File: src/rtl/dphy_lane_pkg.sv
// Shared definitions for the D-PHY data-lane HS burst sequencer:
// state encoding, sync byte, LP line-state constants and default timings.
package dphy_lane_pkg;

  typedef enum logic [2:0] {
    ST_IDLE  = 3'd0,
    ST_LPX   = 3'd1,
    ST_PREP  = 3'd2,
    ST_ZERO  = 3'd3,
    ST_SYNC  = 3'd4,
    ST_DATA  = 3'd5,
    ST_TRAIL = 3'd6,
    ST_EXIT  = 3'd7
  } lane_state_e;

  localparam logic [7:0] SYNC_BYTE = 8'hB8;

  // LP line levels as {lp_p, lp_n}
  localparam logic [1:0] LP11 = 2'b11;
  localparam logic [1:0] LP01 = 2'b01;
  localparam logic [1:0] LP00 = 2'b00;

  localparam int DEF_T_LPX   = 2;
  localparam int DEF_T_PREP  = 2;
  localparam int DEF_T_ZERO  = 4;
  localparam int DEF_T_TRAIL = 2;
  localparam int DEF_T_EXIT  = 2;

  function automatic int max_of(input int a, input int b);
    return (a > b) ? a : b;
  endfunction

endpackage

File: src/rtl/mux.sv
// Width-parameterised 2:1 mux: c = s ? a : b.
module mux #(
  parameter int w = 8
) (
  input  logic [w-1:0] a,
  input  logic [w-1:0] b,
  input  logic         s,
  output logic [w-1:0] c
);

  // One select gate per bit
  for (genvar gi = 0; gi < w; gi++) begin : g_bit
    assign c[gi] = s ? a[gi] : b[gi];
  end

endmodule

File: src/rtl/hs_lane_seq.sv
// HS burst sequencer for one D-PHY data lane: LP-11 -> LP-01 -> LP-00 ->
// HS-zero -> sync -> payload -> trail -> LP-11. All line outputs are
// registered from the current state so they move together, one cycle
// behind the state register.
module hs_lane_seq
  import dphy_lane_pkg::*;
#(
  parameter int W       = 8,
  parameter int T_LPX   = DEF_T_LPX,
  parameter int T_PREP  = DEF_T_PREP,
  parameter int T_ZERO  = DEF_T_ZERO,
  parameter int T_TRAIL = DEF_T_TRAIL,
  parameter int T_EXIT  = DEF_T_EXIT
) (
  input  logic         clk,
  input  logic         rst_n,
  input  logic         tx_req,
  input  logic [W-1:0] tx_data,
  input  logic         tx_valid,
  output logic         tx_ready,
  output logic         busy,
  output logic         lp_p,
  output logic         lp_n,
  output logic         hs_en,
  output logic [W-1:0] hs_byte
);

  localparam int T_MAX = max_of(max_of(max_of(T_LPX, T_PREP), max_of(T_ZERO, T_TRAIL)), T_EXIT);
  localparam int CW    = $clog2(T_MAX) + 1;

  localparam logic [W-1:0]  SYNC_WORD = W'(SYNC_BYTE);
  localparam logic [CW-1:0] LD_LPX    = CW'(T_LPX - 1);
  localparam logic [CW-1:0] LD_PREP   = CW'(T_PREP - 1);
  localparam logic [CW-1:0] LD_ZERO   = CW'(T_ZERO - 1);
  localparam logic [CW-1:0] LD_TRAIL  = CW'(T_TRAIL - 1);
  localparam logic [CW-1:0] LD_EXIT   = CW'(T_EXIT - 1);

  lane_state_e   state_reg, state_next;
  logic [CW-1:0] cnt_reg, cnt_next;
  logic          last_msb_reg;
  logic          lp_p_reg, lp_n_reg, hs_en_reg;
  logic [W-1:0]  hs_byte_reg;

  logic [1:0]    lp_next;
  logic          hs_en_next;
  logic [W-1:0]  pattern;
  logic [W-1:0]  mux_out;
  logic          sel_data;
  logic          cnt_done;

  assign cnt_done = (cnt_reg == '0);
  assign sel_data = (state_reg == ST_DATA);

  // Next-state and timing-counter logic; timed states reload on entry
  always_comb begin
    state_next = state_reg;
    cnt_next   = cnt_reg;
    case (state_reg)
      ST_IDLE: begin
        if (tx_req) begin
          state_next = ST_LPX;
          cnt_next   = LD_LPX;
        end
      end
      ST_LPX: begin
        if (cnt_done) begin
          state_next = ST_PREP;
          cnt_next   = LD_PREP;
        end else begin
          cnt_next = cnt_reg - CW'(1);
        end
      end
      ST_PREP: begin
        if (cnt_done) begin
          state_next = ST_ZERO;
          cnt_next   = LD_ZERO;
        end else begin
          cnt_next = cnt_reg - CW'(1);
        end
      end
      ST_ZERO: begin
        if (cnt_done) begin
          state_next = ST_SYNC;
        end else begin
          cnt_next = cnt_reg - CW'(1);
        end
      end
      ST_SYNC: state_next = ST_DATA;
      ST_DATA: begin
        // A single idle cycle from the source closes the burst
        if (!tx_valid) begin
          state_next = ST_TRAIL;
          cnt_next   = LD_TRAIL;
        end
      end
      ST_TRAIL: begin
        if (cnt_done) begin
          state_next = ST_EXIT;
          cnt_next   = LD_EXIT;
        end else begin
          cnt_next = cnt_reg - CW'(1);
        end
      end
      ST_EXIT: begin
        if (cnt_done) begin
          state_next = ST_IDLE;
        end else begin
          cnt_next = cnt_reg - CW'(1);
        end
      end
      default: begin
        state_next = ST_IDLE;
        cnt_next   = '0;
      end
    endcase
  end

  // Per-state line decode; trail inverts the MSB of the last byte sent
  always_comb begin
    lp_next    = LP00;
    hs_en_next = 1'b1;
    pattern    = '0;
    case (state_reg)
      ST_LPX:   begin lp_next = LP01; hs_en_next = 1'b0; end
      ST_PREP:  begin lp_next = LP00; hs_en_next = 1'b0; end
      ST_ZERO:  pattern = '0;
      ST_SYNC:  pattern = SYNC_WORD;
      ST_DATA:  pattern = '0;
      ST_TRAIL: pattern = {W{~last_msb_reg}};
      default:  begin lp_next = LP11; hs_en_next = 1'b0; end
    endcase
  end

  mux #(.w(W)) u_mux (
    .a (tx_data),
    .b (pattern),
    .s (sel_data),
    .c (mux_out)
  );

  // State, counter, last-MSB tracker and registered line outputs
  always_ff @(posedge clk or negedge rst_n) begin
    if (!rst_n) begin
      state_reg    <= ST_IDLE;
      cnt_reg      <= '0;
      last_msb_reg <= 1'b0;
      lp_p_reg     <= 1'b1;
      lp_n_reg     <= 1'b1;
      hs_en_reg    <= 1'b0;
      hs_byte_reg  <= '0;
    end else begin
      state_reg <= state_next;
      cnt_reg   <= cnt_next;
      if (state_reg == ST_SYNC) begin
        last_msb_reg <= SYNC_WORD[W-1];
      end else if (sel_data && tx_valid) begin
        last_msb_reg <= tx_data[W-1];
      end
      lp_p_reg    <= lp_next[1];
      lp_n_reg    <= lp_next[0];
      hs_en_reg   <= hs_en_next;
      hs_byte_reg <= mux_out;
    end
  end

  assign tx_ready = (state_reg == ST_DATA);
  assign busy     = (state_reg != ST_IDLE);
  assign lp_p     = lp_p_reg;
  assign lp_n     = lp_n_reg;
  assign hs_en    = hs_en_reg;
  assign hs_byte  = hs_byte_reg;

endmodule

File: config.mk
export PLATFORM = sky130hd
export DESIGN_NAME = hs_lane_seq
export DESIGN_NICKNAME = d
export VERILOG_FILES = /design/src/rtl/dphy_lane_pkg.sv /design/src/rtl/mux.sv /design/src/rtl/hs_lane_seq.sv
export SDC_FILE = /design/constraint.sdc
export NUM_CORES = 1
export LEC_CHECK = 0
export CAP_MARGIN = 10
export CELL_PAD_IN_SITES_DETAIL_PLACEMENT = 0
export CELL_PAD_IN_SITES_GLOBAL_PLACEMENT = 1
export CORE_MARGIN = 5
export CORE_UTILIZATION = 35
export DETAILED_ROUTE_END_ITERATION = 16
export PLACE_DENSITY = 0.8
export SYNTH_ARGS = -nofsm -noshare
export SYNTH_HDL_FRONTEND = slang
export SYNTH_HIERARCHICAL = 1
export SYNTH_SLANG_ARGS = --single-unit
File: constraint.sdc
create_clock -name clk -period 3.4 [get_ports clk]
set_clock_uncertainty 0.2 [all_clocks]
set_input_delay 0.68 -clock clk [delete_from_list [all_inputs] [get_ports clk]]
set_output_delay 0.68 -clock clk [all_outputs]
set_load 0.01 [all_outputs]
# Yosys cells after proc, flatten, opt, wreduce, memory -nomap -nowiden
# Index checks and enable logic that the tools add are counted.
[word_totals] ff_bits=18 out_inout_bits=13 memories=0 latch_bits=0 ramBits=0 romBits=0
[classes] mul=0 n_shift=0 n_addsub=1 div_mod_pow=0 bitwise=1 muxes=26 n_reduce_logical=12 n_eq_ne=15 magnitude_cmp=0
[ops] operator="two-way mux 3 bit" count=11
[ops] operator="one-hot mux 3 bit (8 select lines)" count=1
[ops] operator="inequality test 2 bit, second input constant" count=8
[ops] operator="one-hot mux 8 bit (2 select lines)" count=1
[ops] operator="one-hot mux 3 bit (5 select lines)" count=1
[ops] operator="equality test 3 bit, second input constant" count=4
[ops] operator="two-way mux 1 bit" count=11
[ops] operator="AND reduction 7 bit" count=1
[ops] operator="equality test 3 x 2 -> 1 bit, second input constant" count=2
[ops] operator="logical NOT 3 bit" count=2
[ops] operator="nonzero test 5 bit" count=1
[ops] operator="OR reduction 5 bit" count=1
[ops] operator="one-hot mux 2 bit (2 select lines)" count=1
[ops] operator="AND reduction 4 bit" count=1
[ops] operator="OR reduction 2 bit" count=2
[ops] operator="OR reduction 4 bit" count=1
[ops] operator="equality test 3 x 1 -> 1 bit, second input constant" count=1
[ops] operator="nonzero test 3 bit" count=1
[ops] operator="subtractor 3 x 1 -> 3 bit, second input constant" count=1
[ops] operator="nonzero test 2 bit" count=1
[ops] operator="logical AND 1 bit" count=1
[ops] operator="inverter 1 bit" count=1

# Logic depth before layout (Yosys ltp)
[depth] depth_word=4 depth_mapped=6 ltp_nobuf=6

# By module
# The synthesis kept the hierarchy.
[by_module_without_submodules] module="hs_lane_seq" seq_area_each_um2=452.9 cells_each=69 n_inst=1 area_each_um2=792.0
[by_module_without_submodules] module="mux" seq_area_each_um2=0.0 cells_each=9 n_inst=1 area_each_um2=131.4

# Worst setup path before layout
# No wires, ideal clock.
[synth_timing] path_type="reg-to-output" start="register state_reg[1]" end="output port busy" path_slack_ns=1.469 n_path_buf=1 t_arrival_ns=1.051 path_stages_with_launch=3 path_cell_list="dfrtp_1 clkbuf_1 or3_1"
[synth_between] elab_chain_len=1
[synth_rtl] element="start: declaration" line_no="hs_lane_seq.sv:38" text="lane_state_e state_reg, state_next;"
[synth_rtl] element="start signal: assignment" line_no="hs_lane_seq.sv:152" text="state_reg <= state_next;"
[synth_rtl] element="nonzero test 3 bit" line_no="hs_lane_seq.sv:167" text="assign busy = (state_reg != ST_IDLE);"
[synth_rtl] element="end: declaration" line_no="hs_lane_seq.sv:21" text="output logic busy,"
# No other way between the ends.

# Final worst setup path
[layout_timing] start="register state_reg[2]" end="output port tx_ready"
[layout_between] elab_chain_len=1
[layout_rtl] element="equality test 3 bit" line_no="hs_lane_seq.sv:166" text="assign tx_ready = (state_reg == ST_DATA);"
[layout_rtl] element="end: declaration" line_no="hs_lane_seq.sv:20" text="output logic tx_ready,"
# No other way between the ends.

==> flow_summary.json <==
{
  "worstPathArrival_ps": 2100,
  "utilization": 0.488,
  "initial_core_util": 0.369,
  "layout.nets": 118,
  "crit_path_end_kind": "primary output",
  "viasPerCell": 4.84,
  "coreArea_mm2": 0.00250,
  "io_pins": 25,
  "path_class": "flip-flop to primary output",
  "clkTransAtPathRegs_ps": 100,
  "clock_latency_ps": 280,
  "drtAntennaViolNets": 0,
  "post_cts.resized_instances": 0,
  "yosys_warnings": 6,
  "setup_tns_ps": 0,
  "start_kind": "flip-flop",
  "path_max_fanout": 16,
  "wire_per_inst_um": 13.4,
  "drc": 0,
  "slew_headroom": 0.448,
  "fmax_ghz": 0.336,
  "dpl-instance-area_mm2": 0.00118,
  "worst_slew_pin_slew_ps": 825,
  "hold_path_class": "flip-flop to flip-flop",
  "final_cell_area_mm2": 0.00122,
  "cts_made_buffers": 3,
  "cts_buffer_depth": 2,
  "synth_fp_nets": 92,
  "postCtsSetupRepairBufs": 0,
  "syn-instance-count": 78,
  "grt_pass1_vias": 655,
  "post-route-period-util": 0.876,
  "wl_um": 1780,
  "die_h_um": 61.4,
  "die-area_mm2": 0.00377,
  "hold_viol_final": 0,
  "yosysUniqueCellTypes": 34,
  "dpl.hpwl_um": 1350,
  "max-vdd-ir-drop_mv": 0.448,
  "final_cells": 133,
  "root_buffer": "clkbuf_4",
  "vias": 644,
  "gp_congestion": 0.731,
  "die_x_um": 61.4,
  "tritoncts": "built",
  "dp_slack_ps": 743,
  "status": "complete, no violations",
  "diodes": 0,
  "syn_area_um2": 923,
  "grt_overflow": 0,
  "syn_area_per_cell_um2": 11.8,
  "crit_required_ps": 2520,
  "layout-drive-gt1-share": 0.175,
  "finalWorstSetupSlack_ps": 421,
  "rsz0062_at_grt": "false",
  "clock_sinks": 18,
  "setup_viol": 0,
  "antenna_found_initial": 0,
  "grt_max_degree": 19,
  "grt.total_usage": 0.110,
  "rows": 18,
  "power_density_mw_per_mm2": 915,
  "cts.htree.levels": 1,
  "drv_cap": 0,
  "portBuffers": 24,
  "yosysSeqAreaShare": 0.491,
  "p_leak_nw": 0.527,
  "dp.cells": 129,
  "firstDrtPassIters": 4,
  "grt_first_pass_wirelength_um": 2990,
  "hold_buffers": 0,
  "area_growth_pct": 32.1,
  "drtIter0Drc": 8,
  "fin_crit_ps": 2980,
  "slew_violations": 0,
  "largest_register_ffs": 8,
  "ys_ff_latch": 18
}
-- cell usage after synthesis --
cell       n  area [um2]
mux2_4     8         120
nand2b_1   2        12.5
clkbuf_1   1        3.75
nor4bb_1   1        10.0
and2_1     1        6.26
and3_1     1        6.26
o221ai_1   1        8.76
nor3_1     1        5.00
nor2_1     4        15.0
xnor2_1    3        26.3
a31oi_1    1        6.26
inv_1      3        11.3
o21a_1     1        7.51
nand4b_1   2        17.5
o32ai_1    1        8.76
inv_2      1        3.75
buf_2      2        10.0
nand2_1    4        15.0
nor2b_1    5        31.3
a22oi_4    1        21.3
a21oi_1    4        20.0
ha_1       2        25.0
nand3_1    1        5.00
o21ai_1    1        5.00
mux2i_1    1        10.0
o22ai_1    1        6.26
or3_1      1        6.26
a22o_1     1        8.76
dfrtp_1   16         400
dfstp_2    2        52.6
o21ai_0    1        5.00
o311a_1    1        10.0
or3b_4     1        11.3
buf_6      1        11.3
-- worst max-delay path, cell delays in order (launching register included) --
cell	delay, ps
dfrtp_1	660
nor2b_1	250
and2_1	150
buf_4	190
clkdlybuf4s50_1	570
-- area by class of cell --
cell class / instances / area (um2)
timing repair buffer: 25 / 248
inverter: 4 / 15.0
tap: 30 / 37.5
fill: 226 / 1280
multi-input combinational: 52 / 430
sequential: 18 / 453
clock buffer: 4 / 36.3
-- through the flow --
| stage | total power (W) | hold slack [ps] |
|---|---|---|
| 6_report | 0.00112 | 269 |
| 5_1_grt | 0.00121 | 317 |
| 4_1_cts | 0.00114 | 276 |
| 3_5_place_dp | 0.00100 | 263 |
| 3_3_place_gp | 0.000986 | 256 |
| 2_1_floorplan | 0.000802 | 184 |
-- report_power, final --
part	switching (W)	leakage (nW)	internal, W	total (W)
clock network	0.0000624	0.0210	0.0000652	0.000128
logic	0.000225	0.285	0.000340	0.000565
registers	0.000102	0.222	0.000322	0.000424
-- metal layers --
metal	track usage	share of wire	up-vias
met5	0	0	-
met4	0.0545	0.0056	0
met3	0.0335	0.11	2
met2	0.177	0.44	23
met1	0.135	0.45	293
li1	-	-	326
-- cell usage in the layout (no fill, tap or decap) --
cell type / count
a21oi_1: 4
a22o_1: 1
a22oi_4: 1
a31oi_1: 1
and2_1: 1
and3_1: 1
buf_4: 1
clkbuf_4: 3
clkbuf_8: 1
clkdlybuf4s50_1: 24
dfrtp_1: 16
dfstp_2: 2
ha_1: 2
inv_1: 3
inv_2: 1
mux2_4: 8
mux2i_1: 1
nand2_1: 4
nand2b_1: 2
nand3_1: 1
nand4b_1: 2
nor2_1: 4
nor2b_1: 5
nor3_1: 1
nor4bb_1: 1
o21a_1: 1
o21ai_0: 1
o21ai_1: 1
o221ai_1: 1
o22ai_1: 1
o311a_1: 1
o32ai_1: 1
or3_1: 1
or3b_4: 1
xnor2_1: 3
-- logic make-up after synthesis --
kind of cell               synth area share
muxes                                 0.141
DFF                                   0.491
buffers and inverters                0.0434
xor gates and xnor gates             0.0285
AOI/OAI and AO/OA                     0.117
adders and majority gates            0.0271
and+or+nand+nor                       0.153
-- path summary, 6_finish.rpt --
| kind | from | to | slack, ps | cells past startpoint |
|---|---|---|---|---|
| setup / recovery | state_reg[2]$_DFFE_PN0P_ | tx_ready | 420 | 4 |
| hold / removal | cnt_reg[0]$_DFFE_PN0P_ | cnt_reg[0]$_DFFE_PN0P_ | 270 | 1 |
| setup reg to reg | state_reg[2]$_DFFE_PN0P_ | hs_byte[3]$_DFF_PN0_ | 1530 | 4 |
| hold reg to reg | cnt_reg[0]$_DFFE_PN0P_ | cnt_reg[0]$_DFFE_PN0P_ | 270 | 1 |
| max in group asynchronous | rst_n | cnt_reg[1]$_DFFE_PN0P_ | 1830 | 1 |
| min in group asynchronous | rst_n | hs_byte[6]$_DFF_PN0_ | 660 | 1 |
(Power assumes the default switching activity.)
